## src/rtl/sdram_wb_arbiter.sv

```systemverilog
// Two-requester pipelined Wishbone arbiter in front of an SDRAM controller.
// Ports: clk, rst (async, active-high); requester ports m0_*/m1_*
//   (cyc, stb, we, sel, addr, data in; data, stall, ack out); slave port
//   s_* (cyc, stb, we, sel, addr, data out; stall, ack, data in).
module sdram_wb_arbiter #(
    parameter int   LGOUT  = 3,
    parameter logic OPT_RR = 1'b1,
    parameter int   AW     = 32
) (
    input  logic          clk,
    input  logic          rst,
    input  logic          m0_cyc_i,
    input  logic          m0_stb_i,
    input  logic          m0_we_i,
    input  logic [3:0]    m0_sel_i,
    input  logic [AW-1:0] m0_addr_i,
    input  logic [31:0]   m0_data_i,
    output logic [31:0]   m0_data_o,
    output logic          m0_stall_o,
    output logic          m0_ack_o,
    input  logic          m1_cyc_i,
    input  logic          m1_stb_i,
    input  logic          m1_we_i,
    input  logic [3:0]    m1_sel_i,
    input  logic [AW-1:0] m1_addr_i,
    input  logic [31:0]   m1_data_i,
    output logic [31:0]   m1_data_o,
    output logic          m1_stall_o,
    output logic          m1_ack_o,
    output logic          s_cyc_o,
    output logic          s_stb_o,
    output logic          s_we_o,
    output logic [3:0]    s_sel_o,
    output logic [AW-1:0] s_addr_o,
    output logic [31:0]   s_data_o,
    input  logic          s_stall_i,
    input  logic          s_ack_i,
    input  logic [31:0]   s_data_i
);

    localparam logic [1:0] IDLE = 2'd0;
    localparam logic [1:0] OWN0 = 2'd1;
    localparam logic [1:0] OWN1 = 2'd2;

    localparam logic [LGOUT-1:0] CMAX = '1;

    logic [1:0]       state;
    logic [1:0]       state_nx;
    logic             last_grant;
    logic [LGOUT-1:0] count;
    logic             full;
    logic             own0;
    logic             own1;
    logic             accept;

    assign own0 = (state == OWN0);
    assign own1 = (state == OWN1);
    assign full = (count == CMAX);

    // State resets asynchronously to IDLE, so every output below falls to
    // its idle value as soon as rst rises, without waiting for a clock.
    always_comb begin
        s_cyc_o    = 1'b0;
        s_stb_o    = 1'b0;
        m0_stall_o = 1'b1;
        m1_stall_o = 1'b1;
        m0_ack_o   = 1'b0;
        m1_ack_o   = 1'b0;
        if (own0) begin
            s_cyc_o    = m0_cyc_i;
            s_stb_o    = m0_stb_i & ~full;
            m0_stall_o = s_stall_i | full;
            m0_ack_o   = s_ack_i;
        end else if (own1) begin
            s_cyc_o    = m1_cyc_i;
            s_stb_o    = m1_stb_i & ~full;
            m1_stall_o = s_stall_i | full;
            m1_ack_o   = s_ack_i;
        end
    end

    assign s_we_o    = own1 ? m1_we_i   : m0_we_i;
    assign s_sel_o   = own1 ? m1_sel_i  : m0_sel_i;
    assign s_addr_o  = own1 ? m1_addr_i : m0_addr_i;
    assign s_data_o  = own1 ? m1_data_i : m0_data_i;
    assign m0_data_o = s_data_i;
    assign m1_data_o = s_data_i;

    assign accept = s_stb_o & ~s_stall_i;

    always_comb begin
        state_nx = state;
        case (state)
            IDLE: begin
                if (m0_cyc_i && m1_cyc_i) begin
                    // On a tie, round-robin favours whoever did not win last.
                    if (OPT_RR && !last_grant)
                        state_nx = OWN1;
                    else
                        state_nx = OWN0;
                end else if (m0_cyc_i) begin
                    state_nx = OWN0;
                end else if (m1_cyc_i) begin
                    state_nx = OWN1;
                end
            end
            OWN0:    if (!m0_cyc_i) state_nx = IDLE;
            OWN1:    if (!m1_cyc_i) state_nx = IDLE;
            default: state_nx = IDLE;
        endcase
    end

    always_ff @(posedge clk or posedge rst) begin
        if (rst) begin
            state      <= IDLE;
            last_grant <= 1'b1;
            count      <= '0;
        end else begin
            state <= state_nx;
            if (state == IDLE && state_nx != IDLE)
                last_grant <= (state_nx == OWN1);
            // Dropping cyc aborts the burst: outstanding acks are forgotten,
            // and acks arriving while idle never reach the counter.
            if (state == IDLE || state_nx == IDLE)
                count <= '0;
            else if (accept && !s_ack_i)
                count <= count + 1'b1;
            else if (!accept && s_ack_i && count != '0)
                count <= count - 1'b1;
        end
    end

endmodule

```

## config.mk

```make
export PLATFORM = sky130hd
export DESIGN_NAME = sdram_wb_arbiter
export DESIGN_NICKNAME = d
export VERILOG_FILES = /design/src/rtl/sdram_wb_arbiter.sv
export SDC_FILE = /design/constraint.sdc
export NUM_CORES = 1
export LEC_CHECK = 0
export ABC_CLOCK_PERIOD_IN_PS = 2700
export BUFFER_PORTS_ARGS = -buffer_cell sky130_fd_sc_hd__buf_2
export CAP_MARGIN = 5
export CORE_AREA = 2 2 121 123
export CTS_CLUSTER_DIAMETER = 60
export DETAILED_ROUTE_END_ITERATION = 12
export DIE_AREA = 0 0 123 125
export SYNTH_ARGS = -nofsm -noshare
export SYNTH_HDL_FRONTEND = slang
export SYNTH_SLANG_ARGS = --single-unit
```

## constraint.sdc

```tcl
create_clock -name clk -period 2.7 [get_ports clk]
set_clock_uncertainty 0.15 [all_clocks]
set_input_delay 0.135 -clock clk [delete_from_list [all_inputs] [get_ports clk]]
set_output_delay 0.135 -clock clk [all_outputs]
set_load 0.05 [all_outputs]
```

==> results of run 1 <==
## report_power, final
group	total (mW)	internal [mW]	leakage (nW)	switching, mW
clock network	0.248	0.196	0.0382	0.0521
registers	0.130	0.111	0.0777	0.0192
logic	1.27	0.364	1.28	0.911
total	1.65	0.671	1.40	0.982
## worst max-delay path: stages (launching register included)
cell	delay [ns]
dfrtp_1	0.42
a31oi_2	0.26
a21boi_4	0.26
nand2b_1	0.09
fa_1	0.38
nor2b_1	0.14
mux2i_1	0.17
mux2i_1	0.20
## registers in the layout (all words and copies together), names as in the netlist
register    count
count           3
last_grant      1
state           2
## layout by cell type, fill, tap and decap left out, drive strengths merged, types with 2 or more instances in the layout
cell / instances
a31oi: 2
and2: 2
buf: 221
clkbuf: 4
dfrtp: 5
dlygate4sd3: 2
inv: 2
mux2: 70
mux2i: 4
nand2: 7
nand2b: 4
nand3b: 2
nor2: 3
nor2b: 3
o31ai: 2
## cells by family (layout without fill, tap and decap cells)
logic type | after synthesis | in the layout | synth area share, %
and+or+nand+nor | 21 | 21 | 6.48
muxes | 74 | 74 | 47.9
DFF | 6 | 6 | 8.71
buffers and inverters | 74 | 229 | 31.4
AOI/OAI and AO/OA | 8 | 8 | 4.39
adders and majority gates | 1 | 1 | 1.15
## timing repair
item / 4_1_cts / 5_1_grt
setup buffers: 0 / 0
hold buffers: 2 / 0
hold endpoints to repair: 7 / 0
## cell type report
type | count | share of cell area (%)
inverters | 2 | 0.282
repair buffers | 223 | 42.9
flip-flops and latches | 6 | 5.70
multi-input cells | 104 | 39.5
clock buffers | 4 | 2.97
well taps | 184 | 8.66
## metal layers
layer,vias up,routed length (um),track usage [%]
met5,-,0,0
met1,806,2940,9.91
met2,127,3460,14.3
met4,0,56,2.21
met3,11,728,1.19
li1,881,-,-
## path summary, 6_finish.rpt
check | slack, ns | endpoint | start
max in group asynchronous | 1.93 | last_grant | rst
worst min register to register | 0.38 | last_grant | last_grant
worst min-delay path | 0.07 | last_grant | m1_cyc_i
worst max-delay path | 0.56 | count[2] | count[2]
min in group asynchronous | 0.21 | count[2] | rst
worst max register to register | 0.56 | count[2] | count[2]
## through the flow
stage          hold WS (ns)  util (%)
6_report             0.0722      18.7
3_5_place_dp        -0.0901      18.0
4_1_cts              0.0671      18.7
3_3_place_gp        -0.0879      18.0
2_1_floorplan        -0.225         -
5_1_grt              0.0872      18.7
==> impl_metrics.sql, run 1 <==
INSERT INTO impl_metrics (metric_group, metric, value, unit) VALUES
('run_status', 'status', 'completed', ''),
('sta', 'setup_viol', '0', ''),
('cells_and_area', 'multi_input_area', '1050', 'um^2'),
('synthesis', 'yosys.area.top_type_share', '44.7', '%'),
('synthesis', 'synth_most_common_cell', 'buf_4', ''),
('worst_setup_path', 'required', '2.70', 'ns'),
('placement', 'dp_worst_slack', '0.545', 'ns'),
('synthesis', 'netlist-cell-type-count', '23', ''),
('sta', 'maxClockFrequency', '467', 'MHz'),
('sta', 'timing.final.ws_setup', '0.557', 'ns'),
('die', 'die_width', '123', 'um'),
('clock_network', 'tritoncts_clock_tree', 'built', ''),
('placement', 'finalWeightedCongestion', '0.836', ''),
('worst_setup_path', 'reg2regPathDepth', '7', ''),
('die', 'initial_core_utilization', '12.2', '%'),
('routing', 'vias', '1825', ''),
('placement', 'port-buffer-count', '220', ''),
('clock_network', 'worst_skew_pair.late_latency', '0.23', 'ns'),
('worst_setup_path', 'setup.worst_path.end_class', 'flip-flop', ''),
('synthesis', 'synth.cells.most_frequent', '71 x buf_4, 69 x mux2_1, 7 x nand2_1', ''),
('clock_network', 'clockBufferDepth', '2', ''),
('cells_and_area', 'final_layout_size_suffix_gt1_share', '68.1', '%'),
('placement', 'placedCellCount', '517', ''),
('worst_setup_path', 'critPathLaunchType', 'flip-flop', ''),
('synthesis', 'synth-edff-count', '0', ''),
('routing', 'drt-wirelength-per-cell', '13.7', 'um'),
('die', 'io_count', '317', ''),
('clock_network', 'h_tree_depth', '1', ''),
('global_routing', 'grt_first_pass_wirelength', '9200', 'um'),
('cells_and_area', 'layout.area.seq', '151', 'um^2'),
('global_routing', 'grt_pass1_vias', '1632', ''),
('power', 'design_power_total', '1.65', 'mW'),
('synthesis', 'post_synth.cell_area_avg', '9.45', 'um^2'),
('routing', 'detail_route.wirelength', '7190', 'um'),
('sta', 'setup_tns', '0', 'ns'),
('sta', 'rsz0062_at_grt', 'no', ''),
('routing', 'initialDrtViolationCount', '47', ''),
('cells_and_area', 'finalInstanceArea', '2660', 'um^2'),
('sta', 'final_min_period_over_clock_period', '79.4', '%'),
('worst_setup_path', 'worst-path-max-fanout', '5', ''),
('power', 'vdd_ir_drop_max', '0.000584', 'V'),
('routing', 'drc', '0', ''),
('cells_and_area', 'area.growth.synth_to_final', '52.9', '%'),
('sta', 'period_needed', '2.14', 'ns'),
('placement', 'dp.final_hpwl', '6320', 'um'),
('synthesis', 'synth_flop_cell', 'dfrtp_1', ''),
('global_routing', 'antenna_violations_before_repair', '0', ''),
('synthesis', 'synthArstFlopShare', '100', '%'),
('synthesis', 'synth_sequential_area_ratio', '8.71', '%'),
('global_routing', 'grt_start_max_net_pins', '73', ''),
('job', 'max_cap_viol_count', '0', ''),
('min_path', 'hold_depth', '3', ''),
('sta', 'report.final.slew_viol_count', '0', ''),
('cells_and_area', 'layoutNonFillerInstCount', '523', ''),
('global_routing', 'globalRouteOverflowTotal', '0', ''),
('sta', 'least_margin_pin_slew', '0.420', 'ns'),
('synthesis', 'yosys_register_bits', '6', ''),
('placement', 'placed_instance_area', '2560', 'um^2'),
('worst_setup_path', 'cp.arrival', '2.15', 'ns'),
('cells_and_area', 'final_nets', '519', ''),
('die', 'fp.dieH', '125', 'um'),
('synthesis', 'yosysWarningCount', '0', ''),
('sta', 'timing.final.hold_violations', '0', ''),
('routing', 'detail-route-antenna-nets', '0', ''),
('clock_network', 'post_cts_resized', '0', ''),
('clock_network', 'path_clk_slew', '0.04', 'ns'),
('global_routing', 'grt.total_usage', '8.02', '%'),
('synthesis', 'synth.net_count', '363', ''),
('synthesis', 'synth.area.top_cells', 'mux2_1 45%, buf_4 31%, dfrtp_1 7.2%', ''),
('die', 'die_area', '15400', 'um^2'),
('power', 'pwr_density_cell', '622', 'nW/um^2');
No activity file was read; power rests on OpenSTA's default activity.
==> inputs of run 2 (changes only) <==
Settings changed: ABC_AREA from default to 1, ABC_CLOCK_PERIOD_IN_PS 2700 to 1900, CORE_AREA 2 2 121 123 to 2 2 123 125, DIE_AREA 0 0 123 125 to 0 0 125 127.
Clock period 2.7 ns to 1.9 ns, I/O delays scaled along.
==> run 2 against run 1 <==
Compared with the run above: global-route usage increased by 0.48 points; critical path depth increased by 1; sequential power increased by 64%; wire length increased by 13%; setup slack got worse by 0.49 ns; largest power group unchanged; first-iteration DRC count increased by 38%; highest routed layer is now met5; critical path type is now reg2out; cell count increased by 33%; utilization increased by 2.9 points.
==> impl_metrics.sql, run 2 <==
INSERT INTO impl_metrics (metric_group, metric, value, unit) VALUES
('min_path', 'hold_depth', '3', ''),
('synthesis', 'synthArstFlopShare', '100', '%'),
('routing', 'detail-route-antenna-nets', '0', ''),
('sta', 'timing.final.hold_violations', '0', ''),
('min_path', 'holdCritPathClass', 'in2reg', ''),
('worst_setup_path', 'setup.reg_to_reg.worst_slack', '0.10', 'ns'),
('placement', 'port-buffer-count', '220', ''),
('job', 'max_cap_viol_count', '0', ''),
('synthesis', 'yosys.area.top_type_share', '49.3', '%'),
('die', 'die_width', '125', 'um'),
('clock_network', 'h_tree_depth', '1', ''),
('min_path', 'hold_path_end', 'state[0]', ''),
('power', 'p_switching', '3.74', 'mW'),
('worst_setup_path', 'r2r_end', 'count[2]', ''),
('synthesis', 'netlist-cell-type-count', '23', ''),
('sta', 'period_needed', '1.84', 'ns'),
('sta', 'report.final.slew_viol_count', '0', ''),
('worst_setup_path', 'worst-path-max-fanout', '22', ''),
('die', 'core_area', '14400', 'um^2'),
('run_status', 'status', 'completed', ''),
('clock_network', 'worst_skew_pair.late_latency', '0.23', 'ns'),
('cells_and_area', 'largestRegisters', 'count x3, state x2, last_grant x1', ''),
('routing', 'drt-wirelength-per-cell', '11.6', 'um'),
('synthesis', 'synth.cells.most_frequent', '231 x nand2_1, 64 x buf_4, 13 x inv_1', ''),
('power', 'p_comb_share', '90.1', '%'),
('power', 'sw_frac_of_total', '65.1', '%'),
('placement', 'placedCellCount', '689', ''),
('worst_setup_path', 'critPathLaunchType', 'flip-flop', ''),
('clock_network', 'tritoncts_clock_tree', 'built', ''),
('global_routing', 'grt.total_usage', '8.50', '%'),
('clock_network', 'numClockSinks', '6', ''),
('cells_and_area', 'antenna-diode-count', '0', ''),
('synthesis', 'yosysTopAreaCell', 'nand2_1', ''),
('cells_and_area', 'most-common-layout-cells', '229 x nand2_1, 156 x buf_2, 41 x clkbuf_4, 23 x buf_4, 12 x inv_1', ''),
('cells_and_area', 'area.growth.synth_to_final', '77.0', '%'),
('die', 'placementRows', '44', ''),
('synthesis', 'post_synth.cell_area_avg', '4.99', 'um^2'),
('synthesis', 'synth_sequential_area_ratio', '8.61', '%'),
('die', 'io_count', '317', ''),
('cells_and_area', 'max_flop_register', 'count', ''),
('synthesis', 'synth-edff-count', '0', ''),
('synthesis', 'post_synth_instance_area', '1760', 'um^2'),
('clock_network', 'clk_root_buffer_cell', 'clkbuf_16', ''),
('sta', 'least_margin_pin_slew', '0.267', 'ns'),
('routing', 'initialDrtViolationCount', '65', ''),
('synthesis', 'synth.net_count', '531', ''),
('cells_and_area', 'final_layout_size_suffix_gt1_share', '49.6', '%'),
('power', 'pwr_density_cell', '1850', 'nW/um^2'),
('sta', 'maxClockFrequency', '545', 'MHz'),
('worst_setup_path', 'required', '1.65', 'ns'),
('sta', 'setup_viol', '0', ''),
('power', 'power_report.internal_total', '2.01', 'mW'),
('power', 'clock_network_fraction_of_design_power', '6.2', '%'),
('worst_setup_path', 'reg2regPathDepth', '13', ''),
('global_routing', 'grt_first_pass_wirelength', '11000', 'um'),
('power', 'sequentialPowerShare', '3.7', '%'),
('routing', 'drc', '0', ''),
('routing', 'detail_route.wirelength', '8100', 'um'),
('power', 'vdd_ir_drop_max', '0.000594', 'V'),
('synthesis', 'yosys_register_bits', '6', ''),
('cells_and_area', 'final_nets', '694', ''),
('cells_and_area', 'mostFrequentLayoutCell', 'nand2_1', ''),
('die', 'fp.dieH', '127', 'um'),
('placement', 'finalWeightedCongestion', '0.778', ''),
('worst_setup_path', 'worstPathCellList', 'inv_1 -> buf_4 -> nand2_4 -> clkinv_4 -> clkbuf_16 -> nand2_1 -> nand2_1 -> clkbuf_4', ''),
('synthesis', 'synth.area.top_cells', 'nand2_1 49%, buf_4 27%, dfrtp_1 7.1%', ''),
('worst_setup_path', 'crit_top_cell', 'nand2_1', ''),
('die', 'die_area', '15900', 'um^2'),
('synthesis', 'synth_most_common_cell', 'nand2_1', ''),
('worst_setup_path', 'cpPeakStageDelay', '0.39', 'ns'),
('worst_setup_path', 'critPathSlowestCell', 'dfrtp_1', ''),
('clock_network', 'path_clk_slew', '0.03', 'ns'),
('power', 'total_leakage_power', '1.94', 'nW'),
('synthesis', 'netlist_instances', '352', ''),
('global_routing', 'antenna_violations_before_repair', '1', ''),
('placement', 'dp.final_hpwl', '6640', 'um'),
('power', 'design_power_total', '5.75', 'mW'),
('routing', 'detailedRoute.firstPassIterationCount', '4', ''),
('cells_and_area', 'largest_register_ff_count', '3', ''),
('cells_and_area', 'layoutNonFillerInstCount', '698', ''),
('global_routing', 'grt_pass1_vias', '2274', ''),
('routing', 'vias', '2527', ''),
('worst_setup_path', 'cp.arrival', '1.59', 'ns'),
('clock_network', 'clockBufferDepth', '2', ''),
('worst_setup_path', 'setup.worst_path.end_class', 'output pin', ''),
('worst_setup_path', 'regToRegStartpoint', 'state[1]', ''),
('clock_network', 'cts_buffers', '3', ''),
('sta', 'max-slew-margin-rel', '82.3', '%'),
('sta', 'final_min_period_over_clock_period', '96.6', '%'),
('synthesis', 'yosysWarningCount', '0', ''),
('die', 'initial_core_utilization', '12.2', '%'),
('cells_and_area', 'finalCoreUtilization', '21.6', '%'),
('global_routing', 'globalRouteOverflowTotal', '0', ''),
('min_path', 'hp-start', 'm0_cyc_i', ''),
('worst_setup_path', 'timing_worst_setup_path_type', 'reg2out', ''),
('routing', 'vias_per_cell', '3.62', ''),
('synthesis', 'synth_flop_cell', 'dfrtp_1', ''),
('global_routing', 'grt_start_max_net_pins', '45', '');
==> run 2: power groups by stage <==
stage,registers (mW),clock network [mW],logic (mW)
3_5_place_dp,0.208,0,4.72
4_1_cts,0.211,0.364,4.76
3_3_place_gp,0.207,0,4.70
5_1_grt,0.215,0.374,5.48
2_1_floorplan,0.205,0,3.70
6_report,0.213,0.357,5.18
==> run 2: cells by family after synthesis <==
| group | after synthesis | share of synthesized area (%) |
|---|---|---|
| and+or+nand+nor | 243 | 53.0 |
| DFF | 6 | 8.61 |
| AOI/OAI and AO/OA | 8 | 3.06 |
| adders and majority gates | 1 | 1.14 |
| buffers and inverters | 94 | 34.2 |
==> run 2: how the worst max path moves through the flow <==
stage	cells after the start	slack, ns	from	endpoint
final	8	0.06	state[0]	s_data_o[5]
after floorplan	13	0.009	state[0]	count[2]
after detailed placement	13	-0.05	state[1]	count[2]
after CTS	8	0.003	state[0]	s_data_o[21]
after global placement	13	0.01	state[1]	count[2]
after global routing	8	-0.02	state[0]	s_addr_o[28]
==> run 2: metrics by stage <==
stage	hold slack (ns)	setup TNS [ns]	setup WS [ns]	area [um^2]
global placement	-0.131	0	0.0116	2760
detailed placement	-0.128	-0.0541	-0.0541	2760
global route	0.0401	-0.0466	-0.0164	3110
CTS	0.0132	0	0.00291	2870
floorplan	-0.265	0	0.00851	1760
finish	0.0227	0	0.0638	3110
==> run 2: timing repair <==
item / CTS / global route
setup endpoints to repair: 32 / 68
hold buffers: 1 / 0
gates cloned: 0 / 1
setup buffers: 0 / 3
pin swaps: 0 / 5
resized for setup: 7 / 83
hold endpoints to repair: 6 / 0
==> run 2: cell type report <==
| cell class | count | area (um^2) |
|---|---|---|
| multi-input combinational | 252 | 1040 |
| timing repair buffer | 236 | 1550 |
| tap | 184 | 230 |
| sequential | 6 | 153 |
| inverter | 16 | 65.1 |
| clock buffer | 4 | 78.8 |
| fill | 1686 | 11300 |
==> run 2: critical path: cells and delay by family (launching register included) <==
kind	cells	cell delay, ns
buffers and inverters	5	0.75
DFF	1	0.39
and+or+nand+nor	3	0.20
==> run 2: layer usage <==
layer	vias to the layer above	share of wire, %	track usage, %
li1	1305	-	-
met1	1030	39	10.3
met5	-	0.14	0
met3	27	10	2.81
met2	163	49	14.5
met4	2	2.0	2.55
==> inputs of run 3 (changes only) <==
Settings changed: CTS_CLUSTER_SIZE from default to 20, REMOVE_ABC_BUFFERS from default to 1.
==> run 3 against run 2 <==
Compared with the run above: flip-flop and latch count stayed put; count of clock-buffer cells in the layout is the same; wire length increased by 39%; die area unchanged; critical path type is now reg2reg; combinational power is 6.8% higher.
==> impl_metrics.sql, run 3 (same netlist as run 2, synthesis figures left out) <==
INSERT INTO impl_metrics (metric_group, metric, value, unit) VALUES
('global_routing', 'grt_pass1_vias', '2477', ''),
('cells_and_area', 'antenna-diode-count', '0', ''),
('cells_and_area', 'final_nets', '700', ''),
('sta', 'maxClockFrequency', '534', 'MHz'),
('sta', 'report.final.slew_viol_count', '0', ''),
('worst_setup_path', 'critPathBufInv', '3', ''),
('sta', 'period_needed', '1.87', 'ns'),
('sta', 'least_margin_pin_slew', '0.277', 'ns'),
('global_routing', 'globalRouteOverflowTotal', '0', ''),
('cells_and_area', 'multi_input_area', '1040', 'um^2'),
('die', 'die_width', '125', 'um'),
('global_routing', 'grt.total_usage', '11.9', '%'),
('worst_setup_path', 'worstPathCellList', 'inv_2 -> nand3_2 -> nand2_2 -> nand3_2 -> fa_2 -> nand2_1 -> nand2_1 -> inv_1 -> nand2_1 -> nand2_1 -> inv_1 -> nand2_1 -> nand2_1', ''),
('die', 'io_count', '317', ''),
('routing', 'drt-wirelength-per-cell', '16.0', 'um'),
('worst_setup_path', 'critPathLaunchType', 'flip-flop', ''),
('run_status', 'status', 'completed', ''),
('clock_network', 'numClockSinks', '6', ''),
('placement', 'finalWeightedCongestion', '0.748', ''),
('worst_setup_path', 'timing_worst_setup_path_type', 'reg2reg', ''),
('sta', 'setup_viol', '0', ''),
('sta', 'final_min_period_over_clock_period', '98.6', '%'),
('global_routing', 'grt_first_pass_wirelength', '14500', 'um'),
('routing', 'detail-route-antenna-nets', '0', ''),
('sta', 'timing.final.hold_violations', '0', ''),
('clock_network', 'clk_root_buffer_cell', 'clkbuf_16', ''),
('worst_setup_path', 'cp.arrival', '1.85', 'ns'),
('cells_and_area', 'max_flop_register', 'count', ''),
('worst_setup_path', 'cp_top_family', 'simple AND/OR/NAND/NOR gates', ''),
('worst_setup_path', 'critPathSlowestCell', 'dfrtp_1', ''),
('routing', 'detail_route.wirelength', '11300', 'um'),
('worst_setup_path', 'required', '1.87', 'ns'),
('min_path', 'holdCritPathClass', 'in2out', ''),
('clock_network', 'worst_skew_pair.late_latency', '0.23', 'ns'),
('clock_network', 'cts_buffers', '3', ''),
('cells_and_area', 'finalCoreUtilization', '22.4', '%'),
('worst_setup_path', 'crit_top_cell', 'nand2_1', ''),
('power', 'total_leakage_power', '2.00', 'nW'),
('die', 'placementRows', '44', ''),
('cells_and_area', 'largestRegisters', 'count x3, state x2, last_grant x1', ''),
('worst_setup_path', 'setup.worst_path.end_class', 'flip-flop', ''),
('power', 'vdd_ir_drop_max', '0.00105', 'V'),
('power', 'pwr_density_cell', '1890', 'nW/um^2'),
('routing', 'detailedRoute.firstPassIterationCount', '6', ''),
('sta', 'rsz0062_at_grt', 'yes', ''),
('clock_network', 'h_tree_depth', '1', ''),
('clock_network', 'tritoncts_clock_tree', 'built', ''),
('die', 'core_area', '14400', 'um^2'),
('worst_setup_path', 'worst-path-max-fanout', '4', ''),
('die', 'die_area', '15900', 'um^2'),
('clock_network', 'path_clk_slew', '0.04', 'ns'),
('cells_and_area', 'fillers', '1680', ''),
('routing', 'initialDrtViolationCount', '97', ''),
('sta', 'max-slew-margin-rel', '81.7', '%'),
('cells_and_area', 'most-common-layout-cells', '228 x nand2_1, 156 x buf_2, 54 x buf_4, 11 x inv_1, 11 x buf_12', ''),
('placement', 'placedCellCount', '690', ''),
('die', 'fp.dieH', '127', 'um'),
('routing', 'drc', '0', ''),
('die', 'initial_core_utilization', '12.2', '%'),
('global_routing', 'antenna_violations_before_repair', '0', ''),
('routing', 'vias', '2736', ''),
('cells_and_area', 'layoutNonFillerInstCount', '704', ''),
('worst_setup_path', 'cpPeakStageDelay', '0.43', 'ns'),
('cells_and_area', 'mostFrequentLayoutCell', 'nand2_1', ''),
('global_routing', 'grt_start_max_net_pins', '55', ''),
('placement', 'port-buffer-count', '220', ''),
('job', 'max_cap_viol_count', '0', ''),
('cells_and_area', 'final_layout_size_suffix_gt1_share', '50.0', '%'),
('placement', 'dp.final_hpwl', '8810', 'um'),
('cells_and_area', 'largest_register_ff_count', '3', ''),
('cells_and_area', 'layout.area.seq', '151', 'um^2'),
('cells_and_area', 'area.growth.synth_to_final', '83.8', '%'),
('clock_network', 'clockBufferDepth', '2', ''),
('routing', 'vias_per_cell', '3.89', '');
[run 3: routing by layer]
layer,share of wire [%],track usage [%]
met1,39,14.3
met2,43,17.3
met3,16,8.54
met4,0.91,1.11
met5,1.3,8.36
[run 3: worst paths after layout]
path | start | cells after the start | slack [ns] | end
max | state[1] | 13 | 0.03 | count[2]
min | s_data_i[11] | 0 | 0.04 | m1_data_o[11]
max reg2reg | state[1] | 13 | 0.03 | count[2]
min reg2reg | last_grant | 2 | 0.40 | last_grant
max in group asynchronous | rst | 3 | 1.13 | last_grant
min in group asynchronous | rst | 3 | 0.20 | state[1]
[run 3: area by class of cell]
class / count / share of cell area (%)
Inverter: 16 / 2.25
Tap cell: 184 / 7.13
Sequential cell: 6 / 4.69
Multi-Input combinational cell: 252 / 32.1
Timing Repair Buffer: 242 / 51.4
Clock buffer: 4 / 2.44
[run 3: through the flow]
step                area [um^2]  setup slack [ns]   TNS, ns  hold WS (ns)  power, mW
floorplan                  1220            -0.659    -46.25        -0.265       3.48
global placement           2780            0.0540         0        -0.130       5.02
detailed placement         2780         0.0000382         0        -0.131       5.01
CTS                        3020          -0.00323  -0.00323        0.0405       5.68
global route               3230           -0.0867   -0.0867        0.0404       6.44
finish                     3230            0.0269         0        0.0401       6.09
[run 3: report_power, final]
group / leakage [nW] / switching, mW / internal, mW
Combinational: 1.89 / 3.77 / 1.76
Clock: 0.0382 / 0.0783 / 0.279
Sequential: 0.0778 / 0.0372 / 0.174
Total: 2.00 / 3.89 / 2.21
[run 3: what timing repair did]
item	in CTS	in global routing
cloned	0	4
hold endpoints to repair	7	0
hold buffers	2	0
buffers inserted	1	3
resized for setup	52	33
pin swaps	0	8
endpoints found under the setup margin	56	70
